## config.mk

```make
export PLATFORM = sky130hd
export DESIGN_NAME = mem_port_arbiter_flat
export DESIGN_NICKNAME = d
export VERILOG_FILES = /design/src/rtl/mem_arb_pkg.sv /design/src/rtl/mem_port_arbiter_if.sv /design/src/rtl/mem_arb_pick.sv /design/src/rtl/mem_port_arbiter.sv /design/src/flat_wrapper.sv
export SDC_FILE = /design/constraint.sdc
export NUM_CORES = 1
export LEC_CHECK = 0
export CAP_MARGIN = 20
export CORE_ASPECT_RATIO = 0.75
export CORE_UTILIZATION = 37
export DETAILED_ROUTE_END_ITERATION = 7
export PLACE_DENSITY = 0.91
export SYNTH_ARGS = -nofsm -noshare
export SYNTH_HDL_FRONTEND = slang
export SYNTH_SLANG_ARGS = --single-unit
```

## constraint.sdc

```tcl
create_clock -name clk -period 2.75 [get_ports clk]
set_input_delay 0.55 -clock clk [delete_from_list [all_inputs] [get_ports clk]]
set_output_delay 0.55 -clock clk [all_outputs]
set_load 0.05 [all_outputs]
```

## src/rtl/mem_arb_pkg.sv

```systemverilog
// mem_arb_pkg: shared types and requester indices for the memory port arbiter
package mem_arb_pkg;
  localparam int REQ_FETCH = 0;
  localparam int REQ_DATA  = 1;
  localparam int REQ_LOAD  = 2;
  typedef enum logic [1:0] {IDLE, ACCESS, RESP} state_t;
  typedef logic [1:0] owner_t;
endpackage

```

## src/rtl/mem_port_arbiter_if.sv

```systemverilog
// mem_port_arbiter_if: requester handshake bundle plus the single memory port
interface mem_port_arbiter_if #(parameter int AW = 12, parameter int DW = 12);
  logic [2:0]      req;
  logic [2:0]      we;
  logic [3*AW-1:0] addr;
  logic [3*DW-1:0] wdata;
  logic [2:0]      gnt;
  logic [2:0]      done;
  logic [2:0]      err;
  logic [DW-1:0]   rdata;
  logic            busy;
  logic [AW-1:0]   mem_addr;
  logic            mem_write_enable;
  logic [DW-1:0]   mem_data_in;
  logic [DW-1:0]   mem_data_out;
  modport slave (
    input  req, we, addr, wdata, mem_data_out,
    output gnt, done, err, rdata, busy, mem_addr, mem_write_enable, mem_data_in
  );
  modport master (
    output req, we, addr, wdata, mem_data_out,
    input  gnt, done, err, rdata, busy, mem_addr, mem_write_enable, mem_data_in
  );
endinterface

```

## src/rtl/mem_arb_pick.sv

```systemverilog
// mem_arb_pick: fixed-priority winner select; starved data/fetch jump ahead of everything but the loader
module mem_arb_pick
  import mem_arb_pkg::*;
(
  input  logic [2:0] req_i,
  input  logic       starved_data_i,
  input  logic       starved_fetch_i,
  output logic [2:0] win_o,
  output owner_t     idx_o
);
  always_comb begin
    win_o = req_i[REQ_LOAD]                     ? 3'b100 :
            (req_i[REQ_DATA] && starved_data_i)   ? 3'b010 :
            (req_i[REQ_FETCH] && starved_fetch_i) ? 3'b001 :
            req_i[REQ_DATA]                     ? 3'b010 :
            req_i[REQ_FETCH]                    ? 3'b001 : 3'b000;
    idx_o = win_o[2] ? owner_t'(REQ_LOAD) : win_o[1] ? owner_t'(REQ_DATA) : owner_t'(REQ_FETCH);
  end
endmodule

```

## src/rtl/mem_port_arbiter.sv

```systemverilog
// mem_port_arbiter: shares one synchronous-read memory among fetch, data and loader,
// one 3-cycle access (IDLE -> ACCESS -> RESP) at a time
module mem_port_arbiter
  import mem_arb_pkg::*;
#(
  parameter int AW           = 12,
  parameter int DW           = 12,
  parameter int MEM_SIZE     = 255,
  parameter int STARVE_LIMIT = 4
) (
  input logic               clk,
  input logic               reset,
  mem_port_arbiter_if.slave bus
);
  localparam logic [3:0] LIM = 4'(STARVE_LIMIT);
  state_t        state_q, state_d;
  owner_t        owner_q, win_idx;
  logic [2:0]    win;
  logic [3:0]    starve_data_q, starve_data_d, starve_fetch_q, starve_fetch_d;
  logic [AW-1:0] addr_q, sel_addr;
  logic [DW-1:0] wdata_q, sel_wdata;
  logic          mwe_q, wr_q, oor_q, sel_oor, arb;

  mem_arb_pick u_pick (
    .req_i          (bus.req),
    .starved_data_i (starve_data_q == LIM),
    .starved_fetch_i(starve_fetch_q == LIM),
    .win_o          (win),
    .idx_o          (win_idx)
  );

  always_comb begin
    arb       = state_q == IDLE && |bus.req;
    sel_addr  = bus.addr[int'(win_idx)*AW +: AW];
    sel_wdata = bus.wdata[int'(win_idx)*DW +: DW];
    sel_oor   = 32'(sel_addr) >= MEM_SIZE;
    // counters only move in IDLE; a low req there clears them, a lost arbitration saturates up
    starve_data_d  = state_q != IDLE ? starve_data_q :
                     (bus.req[REQ_DATA] && !win[REQ_DATA]) ?
                     (starve_data_q == LIM ? LIM : starve_data_q + 4'd1) : 4'd0;
    starve_fetch_d = state_q != IDLE ? starve_fetch_q :
                     (bus.req[REQ_FETCH] && !win[REQ_FETCH]) ?
                     (starve_fetch_q == LIM ? LIM : starve_fetch_q + 4'd1) : 4'd0;
  end

  always_ff @(posedge clk or posedge reset) begin
    if (reset) state_q <= IDLE;
    else       state_q <= state_d;
  end

  always_comb begin
    state_d = state_q == IDLE ? (|bus.req ? ACCESS : IDLE) : state_q == ACCESS ? RESP : IDLE;
  end

  always_ff @(posedge clk or posedge reset) begin
    if (reset) begin
      owner_q        <= owner_t'(REQ_FETCH);
      addr_q         <= '0;
      wdata_q        <= '0;
      wr_q           <= 1'b0;
      mwe_q          <= 1'b0;
      oor_q          <= 1'b0;
      starve_data_q  <= 4'd0;
      starve_fetch_q <= 4'd0;
    end else begin
      starve_data_q  <= starve_data_d;
      starve_fetch_q <= starve_fetch_d;
      if (arb) begin
        owner_q <= win_idx;
        addr_q  <= sel_addr;
        wdata_q <= sel_wdata;
        wr_q    <= bus.we[win_idx];
        mwe_q   <= bus.we[win_idx] && !sel_oor;
        oor_q   <= sel_oor;
      end else if (state_q == ACCESS) begin
        mwe_q <= 1'b0;
      end
    end
  end

  always_comb begin
    bus.busy             = state_q != IDLE;
    bus.gnt              = state_q == ACCESS ? 3'b001 << owner_q : 3'b000;
    bus.done             = state_q == RESP ? 3'b001 << owner_q : 3'b000;
    bus.err              = (state_q == RESP && oor_q) ? 3'b001 << owner_q : 3'b000;
    bus.rdata            = (state_q == RESP && !oor_q && !wr_q) ? bus.mem_data_out : '0;
    bus.mem_addr         = addr_q;
    bus.mem_data_in      = wdata_q;
    bus.mem_write_enable = mwe_q;
  end
endmodule

```

## src/flat_wrapper.sv

```systemverilog
// flat-port wrapper written by rule: the top's interface ports become plain ports
module mem_port_arbiter_flat import mem_arb_pkg::*;
#(
  parameter int AW           = 12,
  parameter int DW           = 12,
  parameter int MEM_SIZE     = 255,
  parameter int STARVE_LIMIT = 4
)
  (clk, reset, bus_req, bus_we, bus_addr, bus_wdata, bus_mem_data_out, bus_gnt, bus_done, bus_err, bus_rdata, bus_busy, bus_mem_addr, bus_mem_write_enable, bus_mem_data_in);
  mem_port_arbiter_if #(.AW(AW), .DW(DW)) bus_i ();
  input logic clk;
  input logic reset;
  input wire logic [$bits(bus_i.req)-1:0] bus_req;
  input wire logic [$bits(bus_i.we)-1:0] bus_we;
  input wire logic [$bits(bus_i.addr)-1:0] bus_addr;
  input wire logic [$bits(bus_i.wdata)-1:0] bus_wdata;
  input wire logic [$bits(bus_i.mem_data_out)-1:0] bus_mem_data_out;
  output wire logic [$bits(bus_i.gnt)-1:0] bus_gnt;
  output wire logic [$bits(bus_i.done)-1:0] bus_done;
  output wire logic [$bits(bus_i.err)-1:0] bus_err;
  output wire logic [$bits(bus_i.rdata)-1:0] bus_rdata;
  output wire logic [$bits(bus_i.busy)-1:0] bus_busy;
  output wire logic [$bits(bus_i.mem_addr)-1:0] bus_mem_addr;
  output wire logic [$bits(bus_i.mem_write_enable)-1:0] bus_mem_write_enable;
  output wire logic [$bits(bus_i.mem_data_in)-1:0] bus_mem_data_in;
  assign bus_i.req = bus_req;
  assign bus_i.we = bus_we;
  assign bus_i.addr = bus_addr;
  assign bus_i.wdata = bus_wdata;
  assign bus_i.mem_data_out = bus_mem_data_out;
  assign bus_gnt = bus_i.gnt;
  assign bus_done = bus_i.done;
  assign bus_err = bus_i.err;
  assign bus_rdata = bus_i.rdata;
  assign bus_busy = bus_i.busy;
  assign bus_mem_addr = bus_i.mem_addr;
  assign bus_mem_write_enable = bus_i.mem_write_enable;
  assign bus_mem_data_in = bus_i.mem_data_in;
  mem_port_arbiter #(.AW(AW), .DW(DW), .MEM_SIZE(MEM_SIZE), .STARVE_LIMIT(STARVE_LIMIT)) u_core (.clk(clk), .reset(reset), .bus(bus_i));
endmodule
```

; After elaboration in Yosys (flattened, before gate mapping)
; Index checks and enable logic that the tools add are counted.
[totals]
ff_bits = 39
inputBits = 92
out_inout_bits = 47
wordCells = 61
[classes]
n_addsub = 2
multipliers = 1
order_cmp = 2
eq_ne = 4
shift = 3
muxes = 22
reduce_logical = 18
[ops]
columns = operator, n
row1 = $shiftx A36 B32 Y12, 2
row2 = $mux W4, 4
row3 = $ge A12 B8 Y1 const B, 1
row4 = $mux W12, 1
row5 = $mux W2, 6
row6 = $mux W3, 4
row7 = $logic_and A1 B1 Y1, 9
row8 = $add A4 B1 Y4 const B, 2
row9 = $eq A4 B3 Y1 const B, 2
row10 = $mux W1, 6
row11 = $logic_not A1 Y1, 5
row12 = $mul A2 B2 Y4 const B, 1
row13 = $reduce_bool A2 Y1, 2
row14 = $lt A2 B3 Y1 const B, 1
row15 = $reduce_or A3 Y1, 1
row16 = $shl A1 B2 Y3 const A, 1
row17 = $bmux W1 S2, 1
row18 = $eq A2 B1 Y1 const B, 1
row19 = $eq A2 B2 Y1 const B, 1
row20 = $logic_not A2 Y1, 1

; Logic depth before layout (Yosys ltp)
[logic_depth]
ltp_word = 13
mapped_depth = 9
ltp_nobuf = 8

; Cells and area by module
; From an unflattened synthesis, not the netlist that was laid out.
[unflattened]
hier_cells = 253
hier_area_um2 = 2402.3
[by_module_without_submodules]
columns = mod, n_inst, cells_each, area_per_inst_um2, seq_area_each_um2
row1 = mem_port_arbiter, 1, 244, 2339.7, 975.9
row2 = mem_arb_pick, 1, 9, 62.6, 0.0

; Worst setup path before layout
; Ideal clock, no wire load.
[synth_path]
kind = reg2reg
from = register u_core.starve_fetch_q[0]
to = register u_core.mwe_q (netlist: u_core.bus.mem_write_enable)
setup_time_ns = 0.130
arrival_ns = 2.111
required_time_ns = 2.620
path_slack_ns = 0.508
path_stages_with_launch = 9
n_path_buf = 0
synth_period_minus_slack_ns = 2.242
path_cell_list = dfrtp_1 -> inv_1 -> ha_1 -> and4b_4 -> o211ai_4 -> o221ai_2 -> or4_1 -> nor4_2 -> o41ai_1
[synth_between]
elab_chain_len = 13
word_cells_on_any_way = 15
classes_between = 1 x mul / 1 x order compare / 1 x eq/ne / 1 x shift / 8 x mux / 3 x reduce/logical
[synth_rtl]
columns = element, line
row1 = start: declaration, mem_port_arbiter.sv:19  ; logic [3:0] starve_data_q, starve_data_d, starve_fetch_q, starve_fetch_d;
row2 = start signal: assignment, mem_port_arbiter.sv:67  ; starve_fetch_q <= starve_fetch_d;
row3 = $eq A4 B3 Y1 *, mem_port_arbiter.sv:27  ; .starved_fetch_i(starve_fetch_q == LIM),
row4 = $logic_and A1 B1 Y1 *, mem_arb_pick.sv:14  ; (req_i[REQ_FETCH] && starved_fetch_i) ? 3'b001 :
row5 = $mux W2 *, mem_arb_pick.sv:14
row6 = $mux W2 *, mem_arb_pick.sv:13  ; (req_i[REQ_DATA] && starved_data_i) ? 3'b010 :
row7 = $mux W3 *, mem_arb_pick.sv:12  ; win_o = req_i[REQ_LOAD] ? 3'b100 :
row8 = $mux W1 *, mem_arb_pick.sv:17  ; idx_o = win_o[2] ? owner_t'(REQ_LOAD) : win_o[1] ? owner_t'(REQ_DATA) : owner_t'(REQ_FETCH);
row9 = $mux W2 *, mem_arb_pick.sv:17
row10 = $mul A2 B2 Y4, mem_port_arbiter.sv:34  ; sel_addr = bus.addr[int'(win_idx)*AW +: AW];
row11 = $shiftx A36 B32 Y12, mem_port_arbiter.sv:34
row12 = $ge A12 B8 Y1, mem_port_arbiter.sv:36  ; sel_oor = 32'(sel_addr) >= MEM_SIZE;
row13 = $logic_not A1 Y1, mem_port_arbiter.sv:73  ; mwe_q <= bus.we[win_idx] && !sel_oor;
row14 = $logic_and A1 B1 Y1 *, mem_port_arbiter.sv:73
row15 = $mux W1 *, mem_port_arbiter.sv:68  ; if (arb) begin
row16 = end signal: assignment, mem_port_arbiter.sv:73
row17 = end: declaration, mem_port_arbiter.sv:22  ; logic mwe_q, wr_q, oor_q, sel_oor, arb;
; Every way passes the cells marked *; elsewhere a longest branch is shown, timed or not. The select of a mux whose other input is x is not followed.
; A chain may end at the register's enable or synchronous reset.

; Worst setup path in the final report
[layout_path]
from = input bus_req[1]
to = register u_core.mwe_q (netlist: u_core.bus.mem_write_enable)
[layout_between]
elab_chain_len = 12
word_cells_on_any_way = 18
classes_between = 1 x mul / 1 x order compare / 1 x shift / 9 x mux / 6 x reduce/logical
[layout_rtl]
columns = element, line
row1 = start: declaration, flat_wrapper.sv:13  ; input wire logic [$bits(bus_i.req)-1:0] bus_req;
row2 = $mux W2, mem_arb_pick.sv:15  ; req_i[REQ_DATA] ? 3'b010 :
row3 = $mux W2, mem_arb_pick.sv:14
row4 = $mux W2, mem_arb_pick.sv:13
row5 = $mux W3, mem_arb_pick.sv:12
row6 = $mux W1, mem_arb_pick.sv:17
row7 = $mux W2, mem_arb_pick.sv:17
row8 = $mul A2 B2 Y4, mem_port_arbiter.sv:34
row9 = $shiftx A36 B32 Y12, mem_port_arbiter.sv:34
row10 = $ge A12 B8 Y1, mem_port_arbiter.sv:36
row11 = $logic_not A1 Y1, mem_port_arbiter.sv:73
row12 = $logic_and A1 B1 Y1, mem_port_arbiter.sv:73
row13 = $mux W1, mem_port_arbiter.sv:68
; Parallel ways exist; a longest one is shown, timed or not. The select of a mux whose other input is x is not followed.

==> out/results.tsv <==
stage	metric	value	unit
outcome	status	finished, final reports clean	
drt	first_pass_iters	4	
synth	yosysMostFrequentCell	dfrtp_1	
timing	maxSlewHeadroom	0.639	
layout	nets	480	
drt	highest_layer	met4	
clock_tree	clk_latency	0.29	ns
grt	grt_start_max_net_pins	40	
placement	portBuffers	138	
drt	drt-met1-wl	2970	um
timing	period_share	0.925	
drt	vias	2403	
floorplan	die_area	6140	um2
synth	synth_commonest_cells	39 x dfrtp_1, 28 x nand2_1, 20 x nor2_1	
synth	synth_ff_type	dfrtp_1	
clock_tree	cts_root_buf	clkbuf_8	
grt	grtUsageTotal	0.236	
power_and_ir_drop	power_leakage	0.00156	uW
clock_tree	postCtsHoldBufs	0	
timing	hold_viol	0	
synth	synthCells	240	
floorplan	dieWidth	90.1	um
worst_setup_path	critPathKind	in2reg	
clock_tree	cts_tree	done	
clock_tree	cts_resized	0	
layout	insertedDiodeCount	0	
timing	finalCriticalPeriod	2.54	ns
worst_setup_path	worstSetupStartpointType	input port	
clock_tree	clkSlewWorstSetupHoldPaths	0.08	ns
layout	design_area	3890	um2
drt	avgRoutedWirePerCell	15.6	um
drt	drtIter0Drc	189	
timing	drv_slew	0	
layout	area_growth_syn_to_layout	80.5	%
clock_tree	cts_buffer_depth	2	
synth	synth-seq-area-share	0.453	
power_and_ir_drop	report.power.total	3640	uW
timing	worst_pin_slew	0.540	ns
placement	routabilityCongestion	0.864	
power_and_ir_drop	peakVddDrop	0.000663	V
drt	met3WireLength	579	um
floorplan	die_h	68.1	um
worst_setup_path	crit_required	2.92	ns
worst_setup_path	worst_ep_arrival_time	2.71	ns
synth	syn_nets	336	
clock_tree	cts.htree.levels	2	
synth	synth_area_leader_cell	dfrtp_1	
synth	yosys-top-cells-area	dfrtp_1 45%, nand2_1 4.9%, a221oi_1 4.9%, a21oi_1 4.4%, and2_1 3.8%	
grt	antenna_found_initial	0	
drt	routed_wl	7160	um
floorplan	num_rows	23	
layout	drive_gt1_frac	0.106	
drt	vias_per_cell	5.22	
timing	finalSetupViolCount	0	
drt	antenna_left	0	
synth	synth_warnings	0	
worst_setup_path	setup.worst_path.end_class	flop	
timing	clock.fmax	0.393	GHz
grt	first_global_vias	2261	
placement	dpl_cell_area	3790	um2
power_and_ir_drop	p_per_area	935	nW/um2
worst_setup_path	crit_fanout	7	
clock_tree	cts.sinks	39	
synth	synth_top_area_frac	0.453	
synth	synth_cell_type_count	34	
floorplan	start_util	0.394	
timing	rsz0062_at_grt	false	
floorplan	ios	139	
flow_run	max-cap-violations	0	
timing	clock_skew	0.00863	ns
synth	syn_area_per_cell	8.98	um2
clock_tree	cts_setup_buffers	0	
grt	grt_pass1_wl	11100	um
clock_tree	numCtsBuffers	5	
floorplan	core	5470	um2
synth	syn_area	2150	um2
hold_path	min_path_type	reg2reg	
drt	drc_errors	0	
synth	synth-edff-count	0	
drt	routed-wl-met2	3510	um
placement	dp_hpwl	5720	um
synth	synth.ff_latch_count	39	
synth	async_flop_share	1.00	
grt	grt_overflow	0	
-- layout by cell type, fill, tap and decap left out, types with 4 or more instances in the layout --
cell type / n
o21ai_1: 7
a21oi_1: 19
and2_1: 13
nand2_1: 28
inv_1: 9
o221ai_1: 5
o21ai_0: 13
nand2b_1: 13
nor3_1: 7
dfrtp_1: 39
a222oi_1: 6
a221oi_1: 12
ha_1: 4
buf_12: 12
nor2_1: 20
buf_4: 14
clkdlybuf4s50_1: 126
nand3_1: 9
clkbuf_8: 7
-- power by group --
part	total [uW]	switching, uW	internal, uW
clock	428	199	229
sequential	1000	178	825
combinational	2200	1420	785
-- layer usage --
metal | vias to the layer above | GRT usage
met5 | - | 0
met4 | 0 | 0.0786
met3 | 11 | 0.0589
met2 | 116 | 0.418
met1 | 1118 | 0.288
li1 | 1158 | -
-- registers in the layout (all words and copies together) (netlist names) --
signal	count
u_core.bus.mem_addr	12
u_core.bus.mem_data_in	12
u_core.bus.mem_write_enable	1
u_core.oor_q	1
u_core.owner_q	2
u_core.starve_data_q	4
u_core.starve_fetch_q	4
u_core.state_q	2
u_core.wr_q	1
-- worst max-delay path, stage by stage --
cell and delay [ns]:
clkdlybuf4s50_1 0.55, inv_1 0.12, o211ai_4 0.33, o221ai_1 0.20
or4_1 0.51, nor4_2 0.32, o41ai_1 0.13
-- path summary, 6_finish.rpt --
| path | from | endpoint | slack, ns | depth (start not counted) |
|---|---|---|---|---|
| worst min-delay path | u_core.bus.mem_addr[4] | u_core.bus.mem_addr[4] | 0.50 | 2 |
| worst max register to register | u_core.starve_fetch_q[0] | u_core.bus.mem_write_enable | 0.27 | 8 |
| worst min register to register | u_core.bus.mem_addr[4] | u_core.bus.mem_addr[4] | 0.50 | 2 |
| min in group asynchronous | reset | u_core.starve_fetch_q[0] | 0.68 | 3 |
| worst max-delay path | bus_req[1] | u_core.bus.mem_write_enable | 0.21 | 7 |
| max in group asynchronous | reset | u_core.bus.mem_data_in[7] | 1.74 | 3 |
-- through the flow --
step / cells / utilization / hold WS [ns] / TNS (ns) / setup slack [ns]
after floorplan: 240 / - / 0.457 / 0 / 0.508
after global placement: 452 / 0.693 / 0.480 / 0 / 0.0557
after detailed placement: 452 / 0.693 / 0.478 / -0.110 / -0.0580
after CTS: 460 / 0.711 / 0.496 / 0 / 0.228
after global routing: 460 / 0.711 / 0.524 / 0 / 0.0187
final: 460 / 0.711 / 0.497 / 0 / 0.206
-- logic make-up (layout without fill, tap and decap cells) --
kind of cell / after synthesis / count (layout) / synth area share
fa+ha+maj: 4 / 4 / 0.0232
buf+inv: 25 / 170 / 0.0482
compound gates: 69 / 69 / 0.232
flops: 39 / 39 / 0.453
simple gates: 103 / 103 / 0.244
-- area by class of cell --
cell class,count,area (um2)
clock buffers,8,100
fillers,427,1580
repair buffers,152,1610
well taps,75,93.8
flip-flops and latches,39,976
inverters,10,37.5
multi-input cells,176,1070
Power figures use the tool's default switching activity.
==> RTL change: new RTL, same flow settings <==
`DW` is set to 12 in 3 places; all go to 18.
--- a/src/rtl/mem_port_arbiter_if.sv
+++ b/src/rtl/mem_port_arbiter_if.sv
@@ -1,5 +1,5 @@
 // mem_port_arbiter_if: requester handshake bundle plus the single memory port
-interface mem_port_arbiter_if #(parameter int AW = 12, parameter int DW = 12);
+interface mem_port_arbiter_if #(parameter int AW = 12, parameter int DW = 18);
   logic [2:0]      req;
   logic [2:0]      we;
   logic [3*AW-1:0] addr;
--- a/src/rtl/mem_port_arbiter.sv
+++ b/src/rtl/mem_port_arbiter.sv
@@ -4,7 +4,7 @@
   import mem_arb_pkg::*;
 #(
   parameter int AW           = 12,
-  parameter int DW           = 12,
+  parameter int DW           = 18,
   parameter int MEM_SIZE     = 255,
   parameter int STARVE_LIMIT = 4
 ) (
--- a/src/flat_wrapper.sv
+++ b/src/flat_wrapper.sv
@@ -2,7 +2,7 @@
 module mem_port_arbiter_flat import mem_arb_pkg::*;
 #(
   parameter int AW           = 12,
-  parameter int DW           = 12,
+  parameter int DW           = 18,
   parameter int MEM_SIZE     = 255,
   parameter int STARVE_LIMIT = 4
 )
Interface: changed (resized bus_mem_data_in, bus_mem_data_out, bus_rdata and bus_wdata); port bits go from 139 to 175. No check against the original RTL was run, so the function may have changed too.
==> RTL change against the unedited design <==
- final area grew 21%
- sequential share of layout area shrank 1.2 points
- setup slack lost 0.020 ns
- sequential cell count grew 6
- via count grew 23%
- total power grew 22%
- synthesized area grew 17%
- synthesized cell count grew 18%
- wire length grew 31%
- largest cell class unchanged
==> RTL change: results <==
[power]
p_switching_mw = 2.20
power.leakage_nw = 1.95
ir_drop_v = 0.000646

[drt]
vias_per_cell = 5.45
wl_per_cell_um = 17.3
drt_first_pass_iters = 6
route.detailed.drc = 0
drt_iter0_markers = 264

[clocking]
numCtsBuffers = 5
cts.clk_slew.worst_paths_ns = 0.08
htree_num_levels = 2
cts-root-buf = "clkbuf_8"
worstSkewPairLatency_ns = 0.31
clockBufferDepth = 2

[place]
gp_congestion = 0.853
pre_cts_ws_ns = 0.0614
hpwl_mm = 7.59
numPortBuffers = 174

[sta]
hold_slack_ns = 0.491
clock_skew_ns = 0.0115
post-route-min-period_ns = 2.56
worst_slew_pin_slew_ns = 0.634

[status]
outcome = "finished clean"

[layout]
nets = 580
largest_reg_flops = 18
final_common_cell = "clkdlybuf4s50_1"
num-fill-cells = 435
drive_above_1_share_pct = 12.2
antenna_cells = 0

[yosys]
syn_nets = 402
synth_ff_type = "dfrtp_1"
yosys-top-cells-area = "dfrtp_1 (45%), nand2_1 (6.7%), a221oi_1 (6.3%)"
async_flop_share_pct = 100
yosysWarnings = 0
synthDistinctLibCells = 43
synth_commonest_cells = "dfrtp_1 (45), nand2_1 (45), a21oi_1 (22), and2_1 (22), nor2_1 (22)"
seq_area_frac_synth_pct = 44.7

[worst_setup_path]
slowest_stage = "clkdlybuf4s50_1"
critPathMaxFanout = 5
max_stage_delay_ns = 0.84
rrSetupSlack_ns = 0.34
cp.arrival_ns = 2.01
critPathTopFamily = "buffers and inverters"

[global_route]
antenna_found_initial = 0
grt_util_all_layers_pct = 25.9
first_global_vias = 2768
grt_max_degree = 28
grt_pass1_wl_mm = 14.3

[worst_hold_path]
hold_class = "reg2reg"
[RTL change: cell types whose count changed in the layout (fill, tap and decap cells not counted), sizes merged, moves of 3 or more]
| cell | delta |
|---|---|
| o221a | +4 |
| nand2 | +17 |
| a21oi | +3 |
| a221oi | +6 |
| and2 | +9 |
| clkbuf | -3 |
| o221ai | -5 |
| buf | +8 |
| dfrtp | +6 |
| o21ai | -4 |
| nand3 | -4 |
| clkdlybuf4s50 | +29 |
[RTL change: cells by family (layout without fill, tap and decap cells)]
kind of cell,count (synthesis),in the layout,synth area share [%]
compound gates,79,79,22.9
fa+ha+maj,4,4,1.99
buf+inv,28,206,4.91
flops,45,45,44.7
simple gates,126,126,25.6
[RTL change: power by group through the flow]
stage / combinational, mW / clock [mW] / sequential [mW]
after floorplan: 0.910 / 0 / 1.92
after global placement: 2.70 / 0 / 1.16
after detailed placement: 2.75 / 0 / 1.18
after CTS: 2.76 / 0.501 / 1.17
after global routing: 2.92 / 0.532 / 1.22
final: 2.75 / 0.501 / 1.17
[RTL change: final timing paths]
path | start | cells after the start | end
setup / recovery | u_core.state_q[1] | 3 | bus_gnt[1]
hold / removal | u_core.bus.mem_addr[6] | 2 | u_core.bus.mem_addr[6]
hold reg to reg | u_core.bus.mem_addr[6] | 2 | u_core.bus.mem_addr[6]
max in group asynchronous | reset | 3 | u_core.bus.mem_addr[5]
setup reg to reg | u_core.starve_data_q[0] | 8 | u_core.bus.mem_write_enable
min in group asynchronous | reset | 2 | u_core.bus.mem_data_in[10]
[RTL change: worst register-to-register path, cell delays in order (launching register included)]
cell,delay [ns]
dfrtp_1,0.44
inv_1,0.08
ha_1,0.24
and3b_1,0.22
o21ai_1,0.11
nor2_2,0.45
a222oi_1,0.22
nor4_2,0.39
o41ai_2,0.13
[RTL change: routing by layer]
layer | vias up | GRT usage [%] | wire, um
li1 | 1369 | - | -
met1 | 1385 | 33.5 | 3830
met2 | 176 | 43.4 | 4530
met3 | 17 | 5.90 | 837
met4 | 0 | 8.99 | 176
met5 | - | 0 | 0
[RTL change: through the flow]
stage / power [mW] / instances / instance area, sq um
6_report: 4.43 / 541 / 4720
3_3_place_gp: 3.86 / 534 / 4610
3_5_place_dp: 3.93 / 534 / 4610
5_1_grt: 4.67 / 541 / 4720
2_1_floorplan: 2.83 / 282 / 2530
4_1_cts: 4.43 / 541 / 4720
[RTL change: repair_timing]
action / CTS / global route
endpoints found under the hold margin: 0 / 0
resized for setup: 0 / 1
endpoints found under the setup margin: 0 / 1
setup buffers: 0 / 0
[RTL change: layout make-up]
class                   count  area share (%)
clock buffers               5            1.46
well taps                  81            2.15
clock inverters             2           0.742
multi-input cells         209            27.2
repair buffers            190            43.8
flip-flops and latches     45            23.9
inverters                   9           0.716
